==> src/rtl/mastermind_solver.sv <==
// rtl/mastermind_solver.sv - 4-digit, 4-colour Mastermind code breaker
// Proposes the lowest code consistent with every feedback received so far.
module mastermind_solver #(
  parameter int MAX_GUESSES = 10
) (
  input  logic       clk,
  input  logic       reset,
  input  logic       start,
  output logic       guessValid,
  output logic [1:0] guess3,
  output logic [1:0] guess2,
  output logic [1:0] guess1,
  output logic [1:0] guess0,
  input  logic       fbValid,
  input  logic [3:0] fbCorrect,
  input  logic [3:0] fbValue,
  output logic       busy,
  output logic       solved,
  output logic       failed,
  output logic [3:0] guessCount
);

  typedef enum logic [2:0] {IDLE, PROPOSE, SEARCH, SOLVED, FAILED} state_t;

  state_t     state_q, state_d;
  logic [7:0] cand_q, cand_d;
  logic [3:0] idx_q, idx_d;
  logic [3:0] cnt_q, cnt_d;
  logic       guess_valid_q, guess_valid_d;
  logic       busy_q, busy_d;
  logic       solved_q, solved_d;
  logic       failed_q, failed_d;
  logic       hist_we;
  logic [7:0] sc;

  logic [7:0] hist_guess_q [MAX_GUESSES];
  logic [3:0] hist_cl_q    [MAX_GUESSES];
  logic [3:0] hist_vo_q    [MAX_GUESSES];

  // Returns {right place, right colour wrong place} for code a against code b.
  function automatic logic [7:0] score(input logic [7:0] a, input logic [7:0] b);
    logic [3:0] cl, tot, ca, cb;
    cl  = 4'd0;
    tot = 4'd0;
    for (int p = 0; p < 4; p++)
      if (a[2*p +: 2] == b[2*p +: 2]) cl = cl + 4'd1;
    for (int c = 0; c < 4; c++) begin
      ca = 4'd0;
      cb = 4'd0;
      for (int p = 0; p < 4; p++) begin
        if (a[2*p +: 2] == 2'(c)) ca = ca + 4'd1;
        if (b[2*p +: 2] == 2'(c)) cb = cb + 4'd1;
      end
      tot = tot + ((ca < cb) ? ca : cb);
    end
    return {cl, tot - cl};
  endfunction

  always_comb begin
    state_d = state_q;
    cand_d  = cand_q;
    idx_d   = idx_q;
    cnt_d   = cnt_q;
    hist_we = 1'b0;
    sc      = score(cand_q, hist_guess_q[idx_q]);
    case (state_q)
      IDLE, SOLVED, FAILED: begin
        if (start) begin
          state_d = PROPOSE;
          cand_d  = 8'd0;
          idx_d   = 4'd0;
          cnt_d   = 4'd0;
        end
      end
      PROPOSE: begin
        if (fbValid) begin
          hist_we = 1'b1;
          cnt_d   = cnt_q + 4'd1;
          if (fbCorrect == 4'd4) begin
            state_d = SOLVED;
          end else if (cnt_d == 4'(MAX_GUESSES)) begin
            state_d = FAILED;
          end else begin
            state_d = SEARCH;
            cand_d  = cand_q + 8'd1;
            idx_d   = 4'd0;
          end
        end
      end
      SEARCH: begin
        if (sc != {hist_cl_q[idx_q], hist_vo_q[idx_q]}) begin
          // Exhausting the code space means the feedback was inconsistent.
          if (cand_q == 8'hFF) begin
            state_d = FAILED;
          end else begin
            cand_d = cand_q + 8'd1;
            idx_d  = 4'd0;
          end
        end else if (idx_q == cnt_q - 4'd1) begin
          state_d = PROPOSE;
        end else begin
          idx_d = idx_q + 4'd1;
        end
      end
      default: state_d = IDLE;
    endcase
    guess_valid_d = (state_d == PROPOSE);
    busy_d        = (state_d == PROPOSE) || (state_d == SEARCH);
    solved_d      = (state_d == SOLVED);
    failed_d      = (state_d == FAILED);
  end

  always_ff @(posedge clk) begin
    if (reset) begin
      state_q       <= IDLE;
      cand_q        <= 8'd0;
      idx_q         <= 4'd0;
      cnt_q         <= 4'd0;
      guess_valid_q <= 1'b0;
      busy_q        <= 1'b0;
      solved_q      <= 1'b0;
      failed_q      <= 1'b0;
    end else begin
      state_q       <= state_d;
      cand_q        <= cand_d;
      idx_q         <= idx_d;
      cnt_q         <= cnt_d;
      guess_valid_q <= guess_valid_d;
      busy_q        <= busy_d;
      solved_q      <= solved_d;
      failed_q      <= failed_d;
    end
  end

  // Entries beyond guessCount are never read, so clearing the count invalidates them.
  always_ff @(posedge clk) begin
    if (!reset && hist_we) begin
      hist_guess_q[cnt_q] <= cand_q;
      hist_cl_q[cnt_q]    <= fbCorrect;
      hist_vo_q[cnt_q]    <= fbValue;
    end
  end

  assign guessValid = guess_valid_q;
  assign {guess3, guess2, guess1, guess0} = cand_q;
  assign busy       = busy_q;
  assign solved     = solved_q;
  assign failed     = failed_q;
  assign guessCount = cnt_q;

endmodule

==> config.mk <==
export PLATFORM = sky130hd
export DESIGN_NAME = mastermind_solver
export DESIGN_NICKNAME = d
export VERILOG_FILES = /design/src/rtl/mastermind_solver.sv
export SDC_FILE = /design/constraint.sdc
export NUM_CORES = 1
export LEC_CHECK = 0
export ABC_AREA = 1
export BUFFER_PORTS_ARGS = -buffer_cell sky130_fd_sc_hd__clkbuf_2
export CAP_MARGIN = 10
export CORE_ASPECT_RATIO = 0.9
export CORE_MARGIN = 5
export CORE_UTILIZATION = 40
export CTS_CLUSTER_SIZE = 8
export DETAILED_ROUTE_END_ITERATION = 10
export PLACE_DENSITY = 0.55
export SYNTH_ARGS = -nofsm -noshare
export SYNTH_HDL_FRONTEND = slang
export SYNTH_SLANG_ARGS = --single-unit
==> constraint.sdc <==
create_clock -name clk -period 13.65 [get_ports clk]
set_input_delay 4.095 -clock clk [delete_from_list [all_inputs] [get_ports clk]]
set_output_delay 4.095 -clock clk [all_outputs]
set_load 0.02 [all_outputs]
# Yosys cells after proc, flatten, opt, wreduce, memory -nomap -nowiden
# Memories as Yosys holds them, arrays and structs flattened. A register that Yosys moved wholly into a read port is not among the register bits.
# Index checks and enable logic that the tools add are counted.
[word_totals]
mem_count = 3
mem_bits_rw = 160
elab_cells = 192
ff_bits = 23
[op_classes]
eq_ne = 49
n_reduce_logical = 18
order_cmp = 4
add_sub_neg = 35
muxes = 75
[memory_table]
columns = ["name", "words", "word_bits", "rd", "rd_ports_with_merged_regs", "wr", "line", "source"]
rows = [
  ["hist_guess_q", 10, 8, 1, 1, 1, "36", "logic [7:0] hist_guess_q [MAX_GUESSES];"],
  ["hist_cl_q", 10, 4, 1, 1, 1, "37", "logic [3:0] hist_cl_q [MAX_GUESSES];"],
  ["hist_vo_q", 10, 4, 1, 1, 1, "38", "logic [3:0] hist_vo_q [MAX_GUESSES];"],
]
[op_table]
columns = ["cell", "count"]
rows = [
  ["4-bit two-way mux", 45],
  ["4-bit by 1-bit adder with 4-bit output (second input constant)", 29],
  ["8-bit two-way mux", 6],
  ["2-bit == test (second input constant)", 16],
  ["8-bit one-hot mux with 3 select lines", 1],
  ["3-bit two-way mux", 7],
  ["2-bit by 1-bit == test with 1-bit output (second input constant)", 8],
  ["2-bit logical NOT", 8],
  ["4-bit less-than comparator", 4],
  ["7-bit AND reduction", 2],
  ["1-bit two-way mux", 13],
  ["4-bit adder", 3],
  ["3-bit by 2-bit == test with 1-bit output (second input constant)", 4],
  ["2-bit != test (second input constant)", 6],
  ["4-bit one-hot mux with 3 select lines", 1],
  ["3-bit one-hot mux with 3 select lines", 1],
  ["8-bit by 1-bit adder with 8-bit output (second input constant)", 1],
  ["2-bit == test", 4],
  ["8-bit == test (second input constant)", 1],
  ["8-bit != test", 1],
  ["4-bit one-hot mux with 2 select lines", 1],
  ["3-bit by 1-bit == test with 1-bit output (second input constant)", 2],
  ["3-bit == test (second input constant)", 2],
  ["3-bit != test (second input constant)", 2],
  ["other kinds (13)", 13],
]

# Longest topological paths before layout
# Gate-level depths: netlist of run 1.
[logic_depth]
ltp_word = 19
mapped_depth = 53

# Least setup slack after synthesis of run 1
# Ideal clock, no wire load.
[synth_timing]
path_type = "register to register"
from = "register with a tool-made name"
to = "register busy_q (netlist: busy)"
stages_incl_launch_ff = 48
path_slack_ps = 5959
setup_ps = 113
t_arrival_ps = 7578
required_ps = 13537
synth_period_minus_slack_ps = 7691
path_cell_list = "dfxtp_1 > buf_6 > buf_2 > buf_4 > buf_2 > clkbuf_1 > o21ai_0 > o221ai_1 > nand3_1 > o21ai_0 > nor2_1 > ha_1 > inv_1 > xor2_1 > inv_1 > ha_1 > mux2_2 > inv_1 > [... 12 more ...] > inv_1 > fa_1 > xor2_1 > or2_2 > nand3b_1 > nand2_1 > nand2_1 > nand3_1 > nor2_1 > nand2_1 > nor2_4 > nand2_2 > nand2_2 > nand3_1 > nand2_1 > nand2_1 > nand2_1 > nor2_1"
[synth_rtl]
columns = ["item", "line", "source"]
rows = [
  ["end signal: assignment", "129", "busy_q <= busy_d;"],
  ["end: declaration", "30", "logic busy_q, busy_d;"],
]

==> results of run 1 <==
==> placed cells by master, fill, tap and decap left out, drive strengths merged, types with 26 or more instances in the layout <==
cell type / n
nand3: 115
a21oi: 31
xor2: 26
inv: 126
nor2: 92
ha: 57
nand2: 254
clkbuf: 45
dfxtp: 27
o21ai: 48
edfxtp: 160
==> metal layers <==
layer | routed length (um) | vias up | GRT usage
li1 | - | 3629 | -
met1 | 11700 | 3415 | 0.250
met2 | 10800 | 141 | 0.263
met3 | 1150 | 14 | 0.0300
met4 | 168 | 0 | 0.0316
met5 | 0 | - | 0
==> cells by family (layout without fill, tap and decap cells) <==
family,after synthesis,after routing,synth area share
simple gates,495,495,0.219
flops,187,187,0.527
buf+inv,150,195,0.0607
compound gates,111,111,0.0652
fa+ha+maj,65,65,0.0861
xor+xnor,40,40,0.0346
mux,6,6,0.00654
other cells,2,16,0.000741
==> how the worst max path moves through the flow <==
stage | from | to | slack, ps | cells after the start
6_report | flip-flop | busy | 4680 | 44
5_1_grt | flip-flop | busy | 3870 | 44
4_1_cts | flip-flop | busy | 4700 | 44
3_5_place_dp | flip-flop | busy | 4740 | 44
3_3_place_gp | flip-flop | flip-flop | 4920 | 43
2_1_floorplan | flip-flop | busy | 5960 | 47
==> through the flow <==
step	std cells	total power [W]	hold WS, ps	cell area [um^2]
2_1_floorplan	1070	0.00115	491	10200
3_3_place_gp	1425	0.00128	542	10800
3_5_place_dp	1425	0.00129	546	10800
4_1_cts	1457	0.00176	547	11300
5_1_grt	1457	0.00188	588	11300
6_report	1457	0.00174	546	11300
==> critical path, delay by kind of cell (launching register included) <==
family	cells	cell delay, ps
AND/OR/NAND/NOR	18	2030
XOR/XNOR	2	380
flip-flops	1	830
buffers and inverters	9	1370
multiplexers	1	260
adder cells (fa/ha/maj)	8	2870
AO/OA/AOI/OAI	6	1110
==> registers in the layout, summed over array words and instances (netlist names), named ones only <==
name and cells:
state_q 3, solved 1, busy 1, idx_q 4, hist_guess_q 80, failed 1
hist_cl_q 40, cand_q 8, hist_vo_q 40, guessValid 1, guessCount 4
==> where the power goes <==
part	leakage, nW	internal [W]	switching, W
Sequential	1.70	0.000632	0.0000179
Combinational	2.65	0.000254	0.000369
Clock	0.268	0.000241	0.000230
Total	4.63	0.00113	0.000617
==> area by class of cell <==
| class | instances | area, um^2 |
|---|---|---|
| Multi-Input combinational cell | 733 | 4280 |
| Timing Repair Buffer | 44 | 263 |
| Sequential cell | 187 | 5350 |
| Inverter | 119 | 452 |
| Fill cell | 2422 | 13700 |
| Clock inverter | 14 | 130 |
| Tap cell | 342 | 428 |
| Clock buffer | 18 | 429 |
==> out/results.md, run 1 <==
| Step | Item | Reported |
| --- | --- | --- |
| sta | Final period utilization | 0.657 |
| sta | Setup_tns | 0 ps |
| grt | Tot GR Track Use | 0.169 |
| clock tree | Total CTS buffers | 17 |
| clock tree | Clk Tree Root Cell | sky130_fd_sc_hd__clkbuf_16 |
| synth | Dominant cell type by area after synthesis | sky130_fd_sc_hd__edfxtp_1 |
| place | Port Buffer Count | 27 |
| synth | Fraction of the yosys area taken by sequential cells | 0.527 |
| synth | Most used standard cells in the synthesized netlist | 233 x sky130_fd_sc_hd__nand2_1, 160 x sky130_fd_sc_hd__edfxtp_1, 113 x sky130_fd_sc_hd__inv_1 |
| setup path | Number of cells on the worst reg-to-reg path | 44 |
| clock tree | Number of clock sinks | 187 |
| finish | Nets@finish | 1,179 |
| clock tree | Skew-Pair Late Insertion Delay | 440 ps |
| grt | Gr ovfl total | 0 |
| finish | Area growth from synthesis to layout | 11.7% |
| synth | Proportion of netlist area held by the largest area contributor | 0.474 |
| synth | Total number of yosys warnings | 0 |
| route | Average wire per standard cell | 16.4 um |
| synth | Cell area after synthesis | 10,100 um^2 |
| synth | FF+latch count, synth | 187 |
| sta | Worst rel slew slack | 0.347 |
| floorplan | Core box area | 25,000 um^2 |
| grt | Wire length of the first global-routing pass | 37.4 mm |
| status | Status | finished clean |
| setup path | Type of element launching the critical path | flip-flop |
| floorplan | Horiz. Die Dim | 178 um |
| grt | Pin count of the biggest net entering global routing | 80 |
| floorplan | Boundary pin count | 28 |
| setup path | Worst EP arrival | 9310 ps |
| sta | Max Freq | 112 MHz |
| synth | Most frequently used flop master after synthesis | sky130_fd_sc_hd__edfxtp_1 |
| hold path | Class of the most critical hold timing path | flip-flop to flip-flop |
| clock tree | H-tree depth | 4 |
| sta | Worst Slack Setup Final | 4680 ps |
| setup path | Endpoint of the most critical register-to-register path | busy |
| floorplan | Die Outline Area | 28,600 um^2 |
| synth | Top cells by area, synth | sky130_fd_sc_hd__edfxtp_1 47%, sky130_fd_sc_hd__nand2_1 8.6%, sky130_fd_sc_hd__ha_1 7.0% |
| setup path | Largest stage delay on the critical path | 830 ps |
| setup path | Element type at the critical path end | flip-flop |
| place | Total half-perimeter wirelength after legalization and detailed placement | 15.6 mm |
| route | Final Routed Wirelength | 23.9 mm |
| clock tree | Maximum clock insertion buffer count | 2 |
| grt | Via count of the first global-routing pass | 6,747 |
| sta | RSZ-0062 raised after global routing | false |
| sta | Slew Viols, Final | 0 |
| clock tree | Post-CTS Resized | 0 |
| hold path | Worst min-delay path startpoint | idx_q[1] |
| clock tree | Clock slew seen by the registers of the worst setup and hold paths | 80 ps |
| finish | Share of the core filled with cells | 0.452 |
| synth | Mean cell area of the mapped netlist | 9.60 um^2 |
| hold path | Instance count along the most critical hold path | 2 |
| synth | Instance count of the mapped netlist | 1,056 |
| synth | Proportion of synthesized flip-flops having asynchronous set or reset | 0 |
| synth | Number of synthesized flops with an enable pin | 160 |
| route | # DRC | 0 |
| floorplan | Number of cell rows | 55 |
| finish | Diode count | 0 |
| setup path | Slowest cell on crit path | sky130_fd_sc_hd__dfxtp_2 |
| clock tree | Quantity of hold-fixing buffers added after cts | 0 |
| sta | Final Critical Period | 8970 ps |
| sta | Clk_skew | 15.3 ps |
| route | Total iterations of the first detailed-routing run | 5 |
| synth | Most frequent cell after synthesis | sky130_fd_sc_hd__nand2_1 |
| flow run | Number of maximum-capacitance constraint violations | 0 |
| power and ir drop | Maximum resistive drop on vdd | 0.107 mV |
| setup path | WS Path Type | flip-flop to flip-flop |
| route | Antenna Nets Post-Route | 0 |
| clock tree | CTS tree | yes |
| sta | Count of endpoints failing setup in the final report | 0 |
| grt | Initial antenna violation count | 0 |
| finish | Layout cells sized above 1 | 0.125 |
| clock tree | Postcts setup bufs | 0 |
| route | Routed via count | 7,199 |
| place | Worst slack after detailed placement | 4740 ps |
| place | Routability congestion estimate | 0.818 |
| sta | Worst-Margin Slew | 974 ps |
| setup path | Worst endpoint required time | 13,990 ps |
| route | Number of DRC markers after the initial detailed-route iteration | 531 |
| route | Vias per Instance | 4.94 |
| sta | Final count of hold timing violations | 0 |
| floorplan | DIE HEIGHT | 161 um |
| setup path | Max FO, Critical Path | 79 |
| floorplan | Starting density of the core | 0.405 |
| setup path | Reg2reg setup slack | 4680 ps |
| synth | Post-synthesis cell type count | 47 |
| power and ir drop | Leakage dissipation | 4.63 nW |
| power and ir drop | Power per unit of standard cell area | 154 nW/um^2 |
Power figures use the tool's default switching activity.
==> run 2, diff against run 1 <==
Settings changed: PLACE_DENSITY 0.55 to 0.57.
Clock period 13.65 ns to 7.9 ns, I/O delays scaled along.
==> out/results.md, run 2 (synthesis results as in run 1) <==
| Step | Item | Reported | Change |
| --- | --- | --- | --- |
| finish | Flip-flop count of the largest register after layout | 80 | unchanged |
| power and ir drop | Clk pwr share | 0.282 | +0.012 |
| route | Routed via count | 7,388 | +2.6% |
| floorplan | DIE HEIGHT | 161 um | unchanged |
| floorplan | Boundary pin count | 28 | unchanged |
| finish | # fillers | 2,313 | -4.5% |
| sta | Worst rel slew slack | 0.449 | +0.102 |
| power and ir drop | Internal power | 0.00203 W | +80% |
| finish | Nets@finish | 1,214 | +3.0% |
| finish | Layout cells sized above 1 | 0.176 | +0.0510 |
| power and ir drop | Power per unit of standard cell area | 266 nW/um^2 | +73% |
| power and ir drop | Switching power of the nets | 0.00113 W | +83% |
| grt | Via count of the first global-routing pass | 7,095 | +5.2% |
| power and ir drop | Maximum resistive drop on vdd | 0.160 mV | +50% |
| setup path | Worst EP arrival | 7770 ps | -1540 ps |
| sta | Slew Viols, Final | 0 | unchanged |
| sta | Final count of hold timing violations | 0 | unchanged |
| place | Routability congestion estimate | 0.845 | +3.3% |
| clock tree | CTS tree | yes |  |
| route | # DRC | 0 | unchanged |
| status | Status | finished clean |  |
| setup path | Type of element launching the critical path | flip-flop |  |
| sta | Final Critical Period | 7460 ps | -1510 ps |
| route | Final Routed Wirelength | 24.4 mm | +2.3% |
| finish | Share of the core filled with cells | 0.473 | +0.0205 |
| place | Total half-perimeter wirelength after legalization and detailed placement | 16.6 mm | +7.0% |
| setup path | WS Path Type | flip-flop to flip-flop |  |
| clock tree | Number of clock sinks | 187 | unchanged |
| clock tree | Total CTS buffers | 17 | unchanged |
| grt | Pin count of the biggest net entering global routing | 35 | -56% |
| floorplan | Die Outline Area | 28,600 um^2 | unchanged |
| hold path | Class of the most critical hold timing path | flip-flop to flip-flop |  |
| sta | Setup_tns | 0 ps | unchanged |
| clock tree | Skew-Pair Late Insertion Delay | 450 ps | about the same |
| sta | Final period utilization | 0.944 | +0.287 |
| clock tree | Maximum clock insertion buffer count | 2 | unchanged |
| power and ir drop | Combinational power share | 0.367 | +0.010 |
| sta | Worst-Margin Slew | 819 ps | -155 ps |
| route | Antenna Nets Post-Route | 0 | unchanged |
| setup path | Max FO, Critical Path | 7 | -91% |
| setup path | Most prevalent standard cell on the critical path | sky130_fd_sc_hd__inv_1 |  |
| finish | Diode count | 0 | unchanged |
| setup path | Cell family contributing the most delay on the critical path | adder cells |  |
| grt | Gr ovfl total | 0 | unchanged |
| floorplan | Starting density of the core | 0.405 | unchanged |
| place | Port Buffer Count | 27 | unchanged |
| floorplan | Horiz. Die Dim | 178 um | unchanged |
| sta | Count of endpoints failing setup in the final report | 0 | unchanged |
| sta | Clk_skew | 23.9 ps | +8.63 ps |
| power and ir drop | Switching Fraction | 0.357 | +0.00324 |
| floorplan | Core box area | 25,000 um^2 | unchanged |
| power and ir drop | Leakage dissipation | 4.85 nW | +4.9% |
| floorplan | Number of cell rows | 55 | unchanged |
| setup path | Combined buffer and inverter count along the critical path | 9 | unchanged |
| route | Total iterations of the first detailed-routing run | 6 | +1 |
| finish | Final instance count without filler cells | 1,492 | +2.4% |
| clock tree | Clock slew seen by the registers of the worst setup and hold paths | 80 ps | about the same |
| route | Average wire per standard cell | 16.4 um | about the same |
| setup path | Slowest cell on crit path | sky130_fd_sc_hd__fa_1 |  |
| clock tree | Clk Tree Root Cell | sky130_fd_sc_hd__clkbuf_16 |  |
| power and ir drop | PnR Total Power | 0.00315 W | +81% |
| route | Number of DRC markers after the initial detailed-route iteration | 594 | +12% |
| finish | Area growth from synthesis to layout | 16.8% |  |
| clock tree | H-tree depth | 4 | unchanged |
| grt | Tot GR Track Use | 0.174 | +0.00468 |
| clock tree | Quantity of hold-fixing buffers added after cts | 0 | unchanged |
| setup path | Largest stage delay on the critical path | 520 ps | -310 ps |
| finish | Most common library cell in the layout ignoring fill and taps | sky130_fd_sc_hd__nand2_1 |  |
| flow run | Number of maximum-capacitance constraint violations | 0 | unchanged |
| route | Vias per Instance | 4.95 | +0.22% |
| finish | Top Registers | hist_guess_q x80, hist_cl_q x40, hist_vo_q x40 |  |
| finish | Largest register by flop count | hist_guess_q |  |
| place | Placed instance count | 1,447 | +1.5% |
| power and ir drop | Reg power frac | 0.352 | -0.021 |
| sta | Max Freq | 134 MHz | +20% |
| grt | Initial antenna violation count | 0 | unchanged |
| grt | Wire length of the first global-routing pass | 38.5 mm | +3.0% |
| setup path | Element type at the critical path end | flip-flop |  |
| setup path | Worst endpoint required time | 8220 ps | -5770 ps |
| finish | Most frequent cells in the layout | 227 x sky130_fd_sc_hd__nand2_1, 160 x sky130_fd_sc_hd__edfxtp_1, 109 x sky130_fd_sc_hd__inv_1, 109 x sky130_fd_sc_hd__nand3_1, 79 x sky130_fd_sc_hd__nor2_1 |  |
[run 2: final timing paths]
path	start	end	slack [ps]	depth (start not counted)
max reg2reg	flip-flop	idx_q[2]	440	45
min reg2reg	idx_q[1]	flip-flop	550	2
max	flip-flop	idx_q[2]	440	45
min	idx_q[1]	flip-flop	550	2
[run 2: layout make-up]
cell class / count / area, um^2 / area share
clock inverters: 15 / 203 / 0.0171
clock buffers: 17 / 425 / 0.0359
repair buffers: 79 / 577 / 0.0487
multi-input cells: 733 / 4390 / 0.371
well taps: 342 / 428 / 0.0361
flip-flops and latches: 187 / 5350 / 0.452
inverters: 119 / 465 / 0.0393
[run 2: repair_timing]
item / in CTS / in global routing
endpoints found under the setup margin: 0 / 23
gates resized for setup: 0 / 59
hold endpoints to repair: 0 / 0
buffers inserted: 0 / 13
[run 2: metrics by stage]
step	hold WS, ps	setup WS [ps]	area [um^2]
after floorplan	491	209	10200
after global placement	551	303	10900
after detailed placement	546	133	10900
after CTS	549	113	11600
after global routing	578	-22.3	11800
final	552	443	11800
[run 2: power groups by stage]
stage | Clock (W) | Combinational, W | Sequential (W)
floorplan | 0 | 0.000850 | 0.00114
global placement | 0 | 0.00110 | 0.00113
detailed placement | 0 | 0.00112 | 0.00113
CTS | 0.000904 | 0.00113 | 0.00111
global route | 0.000949 | 0.00130 | 0.00111
finish | 0.000888 | 0.00116 | 0.00111
[run 2: worst min-delay path: stages (launching register included)]
cell and delay, ps:
sky130_fd_sc_hd__dfxtp_1 360, sky130_fd_sc_hd__nand2_1 110, sky130_fd_sc_hd__a21oi_2 50
[run 2: per-layer routing]
layer,GRT usage,part of all wire
met4,0.0517,0.020
met5,0,0
met3,0.0309,0.051
met1,0.251,0.48
met2,0.268,0.45
